File: src/rtl/scan_sequencer.sv
// Scan sequencer: loads 8-bit instructions serially into the control unit,
// strobes update, holds run, captures the returned scan word, services clears.
//
// Ports:
//   clk, reset_n          clock, asynchronous active-low reset
//   cmd_valid/cmd_ready   host instruction handshake, cmd_data = word
//   clear_req             single-cycle control-unit clear request
//   ctl_data_out          serial bit returned by the control unit
//   ctl_data_in           serial bit sent to the control unit (MSB first)
//   ctl_reset/shift/
//   ctl_update/run        registered, mutually exclusive control strobes
//   scan_out              word shifted out of the control unit
//   busy, done            not-idle flag, one-cycle completion pulse
module scan_sequencer #(
   parameter int RUN_CYCLES = 1,
   parameter int WORD_W     = 8
) (
   input  logic              clk,
   input  logic              reset_n,
   input  logic              cmd_valid,
   input  logic [WORD_W-1:0] cmd_data,
   output logic              cmd_ready,
   input  logic              clear_req,
   input  logic              ctl_data_out,
   output logic              ctl_data_in,
   output logic              ctl_reset,
   output logic              ctl_shift,
   output logic              ctl_update,
   output logic              ctl_run,
   output logic [WORD_W-1:0] scan_out,
   output logic              busy,
   output logic              done
);

   localparam int CNT_W = $clog2(WORD_W);
   localparam logic [CNT_W-1:0] LAST_BIT = CNT_W'(WORD_W - 1);
   localparam logic [7:0] RUN_LOAD = 8'(RUN_CYCLES - 1);

   localparam logic [2:0] S_IDLE  = 3'd0;
   localparam logic [2:0] S_CLR   = 3'd1;
   localparam logic [2:0] S_SHIFT = 3'd2;
   localparam logic [2:0] S_UPD   = 3'd3;
   localparam logic [2:0] S_RUN   = 3'd4;

   logic [2:0]        state;
   logic [WORD_W-1:0] cmd_q;
   logic [CNT_W-1:0]  bit_cnt;
   logic [CNT_W-1:0]  nxt_idx;
   logic [7:0]        run_cnt;
   logic              clr_pend;
   logic              shift_d1;

   assign cmd_ready = (state == S_IDLE) && !clr_pend;
   assign busy      = (state != S_IDLE);

   // Bit presented on the following shift cycle (MSB-first order).
   assign nxt_idx = LAST_BIT - CNT_W'(1) - bit_cnt;

   always_ff @(posedge clk or negedge reset_n) begin
      if (!reset_n) begin
         state       <= S_IDLE;
         cmd_q       <= '0;
         bit_cnt     <= '0;
         run_cnt     <= '0;
         clr_pend    <= 1'b0;
         ctl_data_in <= 1'b0;
         ctl_reset   <= 1'b0;
         ctl_shift   <= 1'b0;
         ctl_update  <= 1'b0;
         ctl_run     <= 1'b0;
         done        <= 1'b0;
      end else begin
         done <= 1'b0;
         // A clear arriving mid-instruction waits for the next idle cycle.
         if (clear_req && state != S_IDLE && state != S_CLR)
            clr_pend <= 1'b1;
         case (state)
            S_IDLE: begin
               if (clr_pend || clear_req) begin
                  state     <= S_CLR;
                  ctl_reset <= 1'b1;
               end else if (cmd_valid) begin
                  state       <= S_SHIFT;
                  cmd_q       <= cmd_data;
                  bit_cnt     <= '0;
                  ctl_shift   <= 1'b1;
                  ctl_data_in <= cmd_data[WORD_W-1];
               end
            end
            S_CLR: begin
               ctl_reset <= 1'b0;
               clr_pend  <= 1'b0;
               state     <= S_IDLE;
            end
            S_SHIFT: begin
               bit_cnt <= bit_cnt + CNT_W'(1);
               if (bit_cnt == LAST_BIT) begin
                  state       <= S_UPD;
                  ctl_shift   <= 1'b0;
                  ctl_update  <= 1'b1;
                  ctl_data_in <= 1'b0;
               end else begin
                  ctl_data_in <= cmd_q[nxt_idx];
               end
            end
            S_UPD: begin
               ctl_update <= 1'b0;
               ctl_run    <= 1'b1;
               run_cnt    <= RUN_LOAD;
               state      <= S_RUN;
            end
            S_RUN: begin
               if (run_cnt == 8'd0) begin
                  ctl_run <= 1'b0;
                  done    <= 1'b1;
                  state   <= S_IDLE;
               end else begin
                  run_cnt <= run_cnt - 8'd1;
               end
            end
            default: begin
               state       <= S_IDLE;
               ctl_reset   <= 1'b0;
               ctl_shift   <= 1'b0;
               ctl_update  <= 1'b0;
               ctl_run     <= 1'b0;
               ctl_data_in <= 1'b0;
            end
         endcase
      end
   end

   // The control unit answers one cycle after each shift strobe,
   // so capture runs on the delayed shift enable.
   always_ff @(posedge clk or negedge reset_n) begin
      if (!reset_n) begin
         shift_d1 <= 1'b0;
         scan_out <= '0;
      end else begin
         shift_d1 <= ctl_shift;
         if (state == S_CLR)
            scan_out <= '0;
         else if (shift_d1)
            scan_out <= {scan_out[WORD_W-2:0], ctl_data_out};
      end
   end

endmodule
File: config.mk
export PLATFORM = sky130hd
export DESIGN_NAME = scan_sequencer
export DESIGN_NICKNAME = d
export VERILOG_FILES = /design/src/rtl/scan_sequencer.sv
export SDC_FILE = /design/constraint.sdc
export NUM_CORES = 1
export LEC_CHECK = 0
export CORE_MARGIN = 10
export CORE_UTILIZATION = 55
export DETAILED_ROUTE_END_ITERATION = 16
export DONT_BUFFER_PORTS = 1
export HOLD_SLACK_MARGIN = 0.03
export PLACE_DENSITY = 0.73
export SKIP_CTS_REPAIR_TIMING = 1
export SLEW_MARGIN = 20
export SYNTH_ARGS = -nofsm -noshare
export SYNTH_HDL_FRONTEND = slang
export SYNTH_SLANG_ARGS = --single-unit
File: constraint.sdc
create_clock -name clk -period 1.7 [get_ports clk]
set_input_delay 0.17 -clock clk [delete_from_list [all_inputs] [get_ports clk]]
set_output_delay 0.17 -clock clk [all_outputs]
set_load 0.02 [all_outputs]
==> summary.md <==
| Metric | Value |
|---|---|
| Worst skew pair latency | `between 300 and 400 ps` |
| Synthesized Nets | `~180` |
| CP Capture Point | `cmd_ready` |
| Initial Util | `between 50% and 60%` |
| Routed Antenna Nets | `0` |
| Worst Path Max Fanout | `6` |
| Synth area leader | `dfrtp_1` |
| R2R depth | `5` |
| LEAKAGE | `0.00111 uW` |
| Post-route clock skew | `roughly 15 ps` |
| Clk sink count | `38` |
| Worst r2r src | `state[0]` |
| Total power | `3670 uW` |
| Final instance area | `between 0.002 and 0.0025 mm^2` |
| Max Clk Rate | `between 500 and 600 MHz` |
| Arrival @ worst endpoint | `around 1700 ps` |
| Count of cell types in the netlist | `35` |
| Setup crit start kind | `flop` |
| Final nets | `221` |
| Die H | `76.7 um` |
| Netlist Area Pre-Place | `0.00177 mm^2` |
| Grt ovf | `0` |
| Die Span X | `76.7 um` |
| Placed Cells incl. Taps | `223` |
| Final WS setup | `-122 ps` |
| Synth top area cells | `dfrtp_1, mux2i_1, nor2_1` |
| Fin crit share | `107%` |
| Vias | `1,327` |
| Global-route wire length before repair | `6.00 mm` |
| Mapped Cells | `166` |
| Largest net degree at the start of global routing | `39` |
| Status | `finished with violations` |
| Reg clk slew, reported paths | `about 120 ps` |
| PortBufs | `0` |
| Cell area after placement | `roughly 0.0020 mm^2` |
| Clock period minus worst slack | `1820 ps` |
| Synthesis warning total | `0` |
| Slew @ Worst Pin | `432 ps` |
| Initial antenna violation count | `0` |
| Max-Cap Viols | `0` |
| Core footprint | `0.00305 mm^2` |
| Clk root buf | `clkbuf_4` |
| Syn Area/Cell | `10.6 um^2` |
| Final setup viols | `5` |
| CTS Buffer Depth | `2` |
| Pwr Density | `~1600 mW/mm^2` |
| Slew HR | `a little under three quarters` |
| Crit path from | `state[2]` |
| Yosys top cell area share | `between 50 and 60%` |
| Failing checks | `negative setup slack` |
| Gpl congestion | `about 0.85` |
| Fillers | `220` |
| Layout cell share with drive strength beyond 1 | `around 29%` |
| Routed WL | `3.67 mm` |
| Total global-route track usage | `12.4%` |
| Min-Delay Path Class | `in -> reg` |
| CP required | `1530 ps` |
| Final cell count without fillers | `248` |
| CTS tree | `done` |
| Vias per cell | `5.35` |
| Sequential share of the synthesized area | `53.8%` |
| Area delta synth->final | `28.8%` |
| Max Slew Vio Count | `0` |
| Worst slack, placed | `-61.3 ps` |
| Hold WS | `roughly 54 ps` |
| Num rows | `20` |
| First-pass iteration count of the detailed router | `4` |
| Hold Startpoint | `clear_req` |
| CP Class | `reg -> out` |
| Crit path capture type | `output pin` |
| Die ar. | `~0.0059 mm^2` |
| Worst vdd ir | `approximately 0.98 mV` |
| Final hold vios | `0` |
| Unrepaired setup endpoints after global routing | `true` |
| Detail Placement HPWL | `~2.6 mm` |
| Initial drt markers | `104` |
| Routed WL per cell | `14.8 um` |
| Worst r2r dst | `run_cnt[3]` |
| Yosys reg bits | `38` |
| R2R setup slack | `-110 ps` |
| Drt drc | `0` |
| CTS buffer count | `5` |
| N_diodes | `0` |
| Vias in the first global route | `1,293` |
| H-Tree Depth | `2` |
| Top Ports | `29` |
critical path, cell delays in order (launching register included):
cell and delay, ps:
dfrtp_1 420, buf_6 140, buf_6 110, or3_4 410, nor2_4 110, buf_6 120
final cells by class:
cell class / instances / area (um^2) / area share (%)
Clock buffer: 5 / 37.5 / 1.65
Inverter: 4 / 15.0 / 0.660
Tap cell: 44 / 55.1 / 2.42
Sequential cell: 38 / 951 / 41.8
Timing Repair Buffer: 36 / 325 / 14.3
Multi-Input combinational cell: 118 / 851 / 37.4
Clock inverter: 3 / 40.0 / 1.76
routing by layer:
layer	wire length, um	up-vias	track usage (%)
met3	270	11	6.18
li1	-	655	-
met5	0	-	0
met4	96	0	5.58
met2	1740	35	20.4
met1	1570	626	13.1
placed cells by master, fill, tap and decap left out, drive strengths merged, types with 5 or more instances in the layout:
master and n:
o21ai 9, mux2i 11, ha 5, a21oi 7, nand3 5, mux2 8, nand2 14, nor2 25
dfrtp 38, dlygate4sd3 11, buf 25, clkbuf 5
stage by stage:
stage / util [%] / setup TNS [ps]
final: 74.5 / -372
after global routing: 74.5 / -1480
after CTS: 66.6 / -420
after detailed placement: 64.1 / -61.3
after global placement: 64.1 / 0
after floorplan: - / 0
power by group:
part / leakage [uW] / switching, uW / total, uW / internal [uW]
logic: 0.000583 / 674 / 1440 / 766
clock network: 0.0000450 / 298 / 602 / 304
registers: 0.000486 / 419 / 1630 / 1210
total: 0.00111 / 1390 / 3670 / 2280
worst min-delay path by stage:
stage | depth (start not counted) | end | slack, ps
6_report | 3 | ctl_shift | 50
3_3_place_gp | 0 | scan_out[4] | -120
3_5_place_dp | 0 | scan_out[4] | -120
5_1_grt | 3 | ctl_shift | 80
2_1_floorplan | 0 | bit_cnt[0] | -130
4_1_cts | 0 | scan_out[4] | -520
state kept, by name, indices dropped and copies added (netlist names):
| signal | count |
|---|---|
| ctl_reset | 1 |
| ctl_run | 1 |
| shift_d1 | 1 |
| ctl_update | 1 |
| done | 1 |
| ctl_shift | 1 |
| state | 3 |
| clr_pend | 1 |
| bit_cnt | 3 |
| run_cnt | 8 |
| scan_out | 8 |
| cmd_q | 8 |
| ctl_data_in | 1 |
kinds of logic (layout without fill, tap and decap cells):
family / count (synthesis) / count (layout) / synth area share [%]
buffers and inverters: 10 / 48 / 2.19
multiplexers: 20 / 20 / 12.6
AND/OR/NAND/NOR: 66 / 66 / 18.4
XOR/XNOR: 1 / 1 / 0.496
flip-flops: 38 / 38 / 53.8
AO/OA/AOI/OAI: 26 / 26 / 8.92
adder cells (fa/ha/maj): 5 / 5 / 3.54
cells in the mapped netlist:
cell type  instances
a2111oi_0          1
a21oi_1            7
a311oi_1           1
a31o_1             1
a31oi_1            1
and2_1             1
buf_1              1
buf_2              1
clkbuf_1           4
dfrtp_1           38
ha_1               5
inv_1              4
mux2_2             8
mux2i_1           11
mux4_2             1
nand2_1           14
nand2b_1           3
nand3_1            5
nand3b_1           1
nand4_1            1
nor2_1            25
nor2b_1            2
nor3_1             2
nor3b_1            1
nor4b_1            1
o211ai_1           3
o21ai_0            9
o31ai_1            3
or2_2              1
or3_1              4
or3b_2             1
or3b_4             1
or4_1              2
or4b_2             1
xnor2_1            1
No activity file was read; power rests on OpenSTA's default activity.
